<file path="src/rtl/trace_pkg.sv">
// Shared types for the retirement trace sink: the record layout handed to the
// ISS comparator / trace logger, plus privilege-mode encodings.
package trace_pkg;

   localparam int SEQ_W = 32;

   localparam logic [2:0] PRIV_U = 3'd0;
   localparam logic [2:0] PRIV_S = 3'd1;
   localparam logic [2:0] PRIV_M = 3'd3;

   typedef struct packed {
      logic [SEQ_W-1:0] seq;
      logic             gap;
      logic             excpt;
      logic [2:0]       priv_mode;
      logic [31:0]      pc;
      logic [31:0]      inst;
      logic [4:0]       wrdst;
      logic [31:0]      wrdata;
      logic             wrenx;
      logic             wrenf;
      logic [31:0]      timer;
   } trace_rec_t;

   localparam int REC_W = $bits(trace_rec_t);

endpackage

</file>
<file path="src/rtl/trace_fifo.sv">
// Generic synchronous FIFO with a registered head word that reads as zero when
// empty. A push into a full FIFO is accepted only if a pop happens the same cycle.
module trace_fifo #(
   parameter int WIDTH = 8,
   parameter int DEPTH = 16
) (
   input  logic                       clock,
   input  logic                       reset,
   input  logic                       push,
   input  logic [WIDTH-1:0]           push_data,
   input  logic                       pop,
   output logic [WIDTH-1:0]           head,
   output logic                       valid,
   output logic                       full,
   output logic [$clog2(DEPTH):0]     level
);

   localparam int AW = (DEPTH > 1) ? $clog2(DEPTH) : 1;
   localparam int LW = $clog2(DEPTH) + 1;

   logic [WIDTH-1:0] mem [DEPTH];
   logic [AW-1:0]    rd_ptr;
   logic [AW-1:0]    wr_ptr;
   logic [AW-1:0]    rd_next;
   logic [LW-1:0]    level_q;
   logic [LW-1:0]    level_next;
   logic [WIDTH-1:0] head_q;
   logic [WIDTH-1:0] head_next;
   logic             push_ok;
   logic             pop_ok;

   assign valid = (level_q != '0);
   assign full  = (level_q == LW'(DEPTH));
   assign level = level_q;
   assign head  = head_q;

   always_comb begin
      push_ok    = push & (~full | pop);
      pop_ok     = pop & valid;
      rd_next    = rd_ptr + AW'(1);
      level_next = level_q + LW'(push_ok) - LW'(pop_ok);
      head_next  = head_q;
      // The next head is either the entry behind the current one or, when that
      // slot is being written this very cycle, the incoming word.
      if (level_next == '0)
         head_next = '0;
      else if (pop_ok)
         head_next = (level_q == LW'(1)) ? push_data : mem[rd_next];
      else if (level_q == '0)
         head_next = push_data;
   end

   always_ff @(posedge clock) begin
      if (push_ok)
         mem[wr_ptr] <= push_data;
   end

   always_ff @(posedge clock) begin
      if (reset) begin
         rd_ptr  <= '0;
         wr_ptr  <= '0;
         level_q <= '0;
         head_q  <= '0;
      end else begin
         if (push_ok)
            wr_ptr <= wr_ptr + AW'(1);
         if (pop_ok)
            rd_ptr <= rd_next;
         level_q <= level_next;
         head_q  <= head_next;
      end
   end

endmodule

</file>
<file path="src/rtl/retire_trace_sink.sv">
// Samples one retirement per cycle from the core's tap, stamps it with a
// sequence number and gap flag, and queues it for a valid/ready consumer.
module retire_trace_sink
   import trace_pkg::*;
#(
   parameter int DEPTH = 16,
   parameter int CNT_W = 16
) (
   input  logic                     clock,
   input  logic                     reset,
   input  logic                     capture_en,
   input  logic                     tap_valid,
   input  logic                     tap_excpt,
   input  logic [2:0]               tap_priv_mode,
   input  logic [31:0]              tap_pc,
   input  logic [31:0]              tap_inst,
   input  logic [4:0]               tap_wrdst,
   input  logic [31:0]              tap_wrdata,
   input  logic                     tap_wrenx,
   input  logic                     tap_wrenf,
   input  logic [31:0]              tap_timer,
   output logic                     out_valid,
   input  logic                     out_ready,
   output trace_rec_t               out_rec,
   output logic [CNT_W-1:0]         drop_cnt,
   output logic                     overflow,
   output logic [$clog2(DEPTH):0]   level
);

   // Stream handshake: a record transfers on a cycle where out_valid and
   // out_ready are both high; out_rec holds steady while valid waits on ready.

   logic [SEQ_W-1:0] seq;
   logic             gap_pend;
   logic             push;
   logic             pop;
   logic             drop;
   logic             accept;
   logic             fifo_full;
   trace_rec_t       rec_in;
   logic [REC_W-1:0] head_bits;

   always_comb begin
      push   = capture_en & tap_valid;
      pop    = out_valid & out_ready;
      drop   = push & fifo_full & ~pop;
      accept = push & ~drop;

      rec_in           = '0;
      rec_in.seq       = seq;
      rec_in.gap       = gap_pend;
      rec_in.excpt     = tap_excpt;
      rec_in.priv_mode = tap_priv_mode;
      rec_in.pc        = tap_pc;
      rec_in.inst      = tap_inst;
      rec_in.wrdst     = tap_wrdst;
      rec_in.wrdata    = tap_wrdata;
      rec_in.wrenx     = tap_wrenx;
      rec_in.wrenf     = tap_wrenf;
      rec_in.timer     = tap_timer;
   end

   trace_fifo #(
      .WIDTH (REC_W),
      .DEPTH (DEPTH)
   ) u_fifo (
      .clock     (clock),
      .reset     (reset),
      .push      (accept),
      .push_data (rec_in),
      .pop       (pop),
      .head      (head_bits),
      .valid     (out_valid),
      .full      (fifo_full),
      .level     (level)
   );

   assign out_rec = trace_rec_t'(head_bits);

   // A drop leaves seq alone so the consumer sees a contiguous numbering of
   // what it actually received, with gap marking where history went missing.
   always_ff @(posedge clock) begin
      if (reset) begin
         seq      <= '0;
         gap_pend <= 1'b0;
         drop_cnt <= '0;
         overflow <= 1'b0;
      end else begin
         if (accept) begin
            seq      <= seq + SEQ_W'(1);
            gap_pend <= 1'b0;
         end
         if (drop) begin
            gap_pend <= 1'b1;
            overflow <= 1'b1;
            if (drop_cnt != '1)
               drop_cnt <= drop_cnt + CNT_W'(1);
         end
      end
   end

endmodule
</file>
<file path="config.mk">
export PLATFORM = sky130hd
export DESIGN_NAME = retire_trace_sink
export DESIGN_NICKNAME = d
export VERILOG_FILES = /design/src/rtl/trace_pkg.sv /design/src/rtl/trace_fifo.sv /design/src/rtl/retire_trace_sink.sv
export SDC_FILE = /design/constraint.sdc
export NUM_CORES = 2
export LEC_CHECK = 0
export ABC_CLOCK_PERIOD_IN_PS = 17980
export BUFFER_PORTS_ARGS = -buffer_cell sky130_fd_sc_hd__buf_2
export CORE_MARGIN = 3
export CORE_UTILIZATION = 30
export DETAILED_ROUTE_END_ITERATION = 8
export GPL_TIMING_DRIVEN = 0
export PLACE_DENSITY_LB_ADDON = 0.3
export RECOVER_POWER = 50
export SLEW_MARGIN = 0
export SYNTH_ARGS = -nofsm -noshare
export SYNTH_HDL_FRONTEND = slang
export SYNTH_SLANG_ARGS = --single-unit
</file>
<file path="constraint.sdc">
create_clock -name clock -period 17.98 [get_ports clock]
set_input_delay 4.495 -clock clock [delete_from_list [all_inputs] [get_ports clock]]
set_output_delay 4.495 -clock clock [all_outputs]
set_load 0.02 [all_outputs]
</file>
==> impl_metrics.csv <==
group,metric,value,unit
floorplanning,core.rowCount,226,
sta,fin_skew,33.0,ps
power_and_ir_drop,p_sw,5.96,mW
drt,ant_nets,0,
place,placed_area,126000,sq um
drt,routed_wl,330000,microns
sta,setup_violations,0,
run_status,violations,"capacitance limit, slew limit",
floorplanning,die_area,390000,sq um
synthesis,synth_top_area_share,72.1,%
sta,hold_viol,0,
job,cap_violations,1,
clock_tree,cts-htree-levels,5,
synthesis,synth.area.top_cells,"edfxtp_1, mux4_2, dfxtp_1, mux2i_1, nor3_1",
grt,overflow,0,
synthesis,synth_common_cells,"edfxtp_1, mux4_2, nor3_1, mux2i_1, dfxtp_1",
power_and_ir_drop,p_seq_share,41.8,%
clock_tree,cts_made_buffers,290,
final_layout,final_nets,6586,
floorplanning,die_h,624,microns
critical_path,cp_num_buf_inv,6,
synthesis,ys.flop_type,"edfxtp_1",
floorplanning,core-area,380000,sq um
synthesis,yosys_warnings,0,
synthesis,ys_ff_latch,2987,
sta,rsz0062_at_grt,"no",
synthesis,yosysMostFrequentCell,"edfxtp_1",
clock_tree,ctsResizeCount,0,
synthesis,syn_area_per_cell,20.5,sq um
drt,vias,59300,
sta,finalHoldWorstSlack,463,ps
sta,relSlewSlack,-41.2,%
critical_path,max_stage_delay,850,ps
clock_tree,postCtsSetupRepairBufs,0,
sta,finalCritPeriodShare,54.7,%
synthesis,synth.distinct_cells,54,
floorplanning,initial_utilization,30.2,%
grt,grt_antenna_before_repair,70,
power_and_ir_drop,internal-power,13.2,mW
clock_tree,clockBufferDepth,4,
sta,worst_pin_slew,2110,ps
synthesis,yosysSeqAreaShare,76.2,%
critical_path,r2r_start,"u_fifo.level[3]",
critical_path,start_kind,"input pin",
critical_path,crit_family,"buffers and inverters",
sta,period_needed,9830,ps
place,hpwl,222000,microns
synthesis,synth_area,115000,sq um
critical_path,crit_type,"input pin to flip-flop",
clock_tree,ctsHoldBuffers,0,
synthesis,synth_edf_count,2752,
clock_tree,clkTransAtPathRegs,60,ps
synthesis,syn_nets,5746,
power_and_ir_drop,p_leak,40.6,nW
drt,drc,0,
hold_path,worst_hold_path_type,"flip-flop to flip-flop",
power_and_ir_drop,ir_worst_vdd,0.0754,mV
drt,dr.pass1.iters,6,
sta,max_freq,102,MHz
clock_tree,root_buffer,"clkbuf_16",
synthesis,synth_area_leader_cell,"edfxtp_1",
drt,avgRoutedWirePerCell,28.2,microns
sta,fin_setup_tns,0,ps
critical_path,cpMaxStageDelayCell,"clkbuf_1",
grt,grt_pass1_wl,467000,microns
critical_path,crit_fanout,10,
grt,grt.total_usage,16.6,%
critical_path,cp.arrival,10500,ps
power_and_ir_drop,power.share.clock,31.4,%
grt,grt_pass1_vias,61400,
critical_path,worstSetupStartpoint,"out_ready",
place,gp_congestion,0.793,
synthesis,synthCells,5588,
clock_tree,cts_sinks,2987,
final_layout,drive_gt1_share,23.0,%
critical_path,cp_cell_sequence,"clkbuf_1, nand4bb_1, o21a_1, clkbuf_1, ha_1, inv_1, fa_1, nand2b_1, a21oi_1, xnor2_1, a31o_2, buf_2, buf_2, clkbuf_1, nor3_1",
drt,drt_iter0_markers,5332,
hold_path,hold_start,"u_fifo.head[28]",
power_and_ir_drop,power_density,142,nW/um^2
power_and_ir_drop,p_sw_share,31.1,%
critical_path,cp_data_required_time,18650,ps
floorplanning,die_w,624,microns
final_layout,area_delta_synth_final,17.7,%
clock_tree,cts_tree,"yes",
power_and_ir_drop,power.share.combinational,26.9,%
drt,vias_per_cell,5.07,
place,dp.cells,11200,
final_layout,design_area,135000,sq um
synthesis,ys_async_sr_fraction,0,%
clock_tree,clock_latency,850,ps
final_layout,stdcell_count,11700,
place,port_buffers,337,
sta,slew_viol_final,7,
grt,grt_max_degree,25,
critical_path,crit_top_cell,"clkbuf_1",
critical_path,end_kind,"flip-flop",
run_status,status,"complete, but fails checks",
floorplanning,io_pins,339,
cell type report:
class | instances | area, sq um
antenna | 18 | 45.0
timing repair buffer | 548 | 4630
buffer | 366 | 1580
clock buffer | 399 | 8060
clock inverter | 118 | 1120
sequential | 2987 | 87300
inverter | 17 | 63.8
tap | 5016 | 6280
fill | 35100 | 245000
multi-input combinational | 2218 | 25800
sequential cells by signal, indices dropped and copies added, names as in the netlist:
register	cells
drop_cnt	16
gap_pend	1
overflow	1
seq	32
u_fifo.head	172
u_fifo.level	5
u_fifo.mem	2752
u_fifo.rd_ptr	4
u_fifo.wr_ptr	4
kinds of logic (layout without fill, tap and decap cells):
group	after synthesis	count (layout)	synth area share, %
xor+xnor	42	42	0.327
fa+ha+maj	14	14	0.159
mux	1000	1000	16.3
buf+inv	383	1448	1.42
other cells	0	18	0
simple gates	860	860	3.54
flops	2987	2987	76.2
compound gates	302	302	2.09
per-layer routing:
metal	track usage [%]	part of all wire, %
met5	0	0.081
met4	6.21	3.7
met3	3.35	6.4
met2	28.6	51
met1	20.5	39
tightest hold or removal path, delay by kind of cell (launching register included):
| kind | cells | cell delay, ps |
|---|---|---|
| DFF | 1 | 310 |
| and+or+nand+nor | 1 | 60 |
| AOI/OAI and AO/OA | 1 | 50 |
path summary, 6_finish.rpt:
check	slack [ps]	to	depth (start not counted)
worst max-delay path	8150	u_fifo.head[45]	15
worst min-delay path	460	u_fifo.head[28]	2
worst max register to register	11130	u_fifo.head[45]	19
worst min register to register	460	u_fifo.head[28]	2
power by group through the flow:
stage	clock network [mW]	logic [mW]	registers, mW
floorplan	0	3.00	8.29
global placement	0	5.21	8.18
detailed placement	0	5.29	8.13
CTS	6.13	5.31	7.98
global route	6.41	5.50	8.00
finish	6.00	5.14	7.99
cells in the final DEF, fill, tap and decap left out, types with 18 or more instances in the layout:
cell type / instances
a2111oi_0: 122
a21oi_1: 46
a311o_1: 32
and3_1: 27
buf_1: 36
buf_12: 98
buf_2: 169
buf_4: 21
buf_6: 81
bufinv_16: 20
clkbuf_1: 559
clkbuf_16: 301
clkinv_1: 42
clkinv_2: 40
dfxtp_1: 235
diode_2: 18
edfxtp_1: 2752
mux2_2: 24
mux2i_1: 288
mux4_2: 688
nand2_1: 130
nand3_1: 25
nand4_1: 21
nor2_1: 182
nor3_1: 411
o221ai_1: 23
o31ai_1: 26
xnor2_1: 21
xor2_1: 20
per-stage QoR:
step | setup WS (ps) | utilization (%) | power [mW]
6_report | 8150 | 35.5 | 19.1
5_1_grt | 7940 | 35.5 | 19.9
4_1_cts | 8260 | 35.6 | 19.4
3_5_place_dp | 7340 | 33.2 | 13.4
3_3_place_gp | -15910 | 32.3 | 13.4
2_1_floorplan | 111 | - | 11.3
Power figures use the tool's default switching activity.
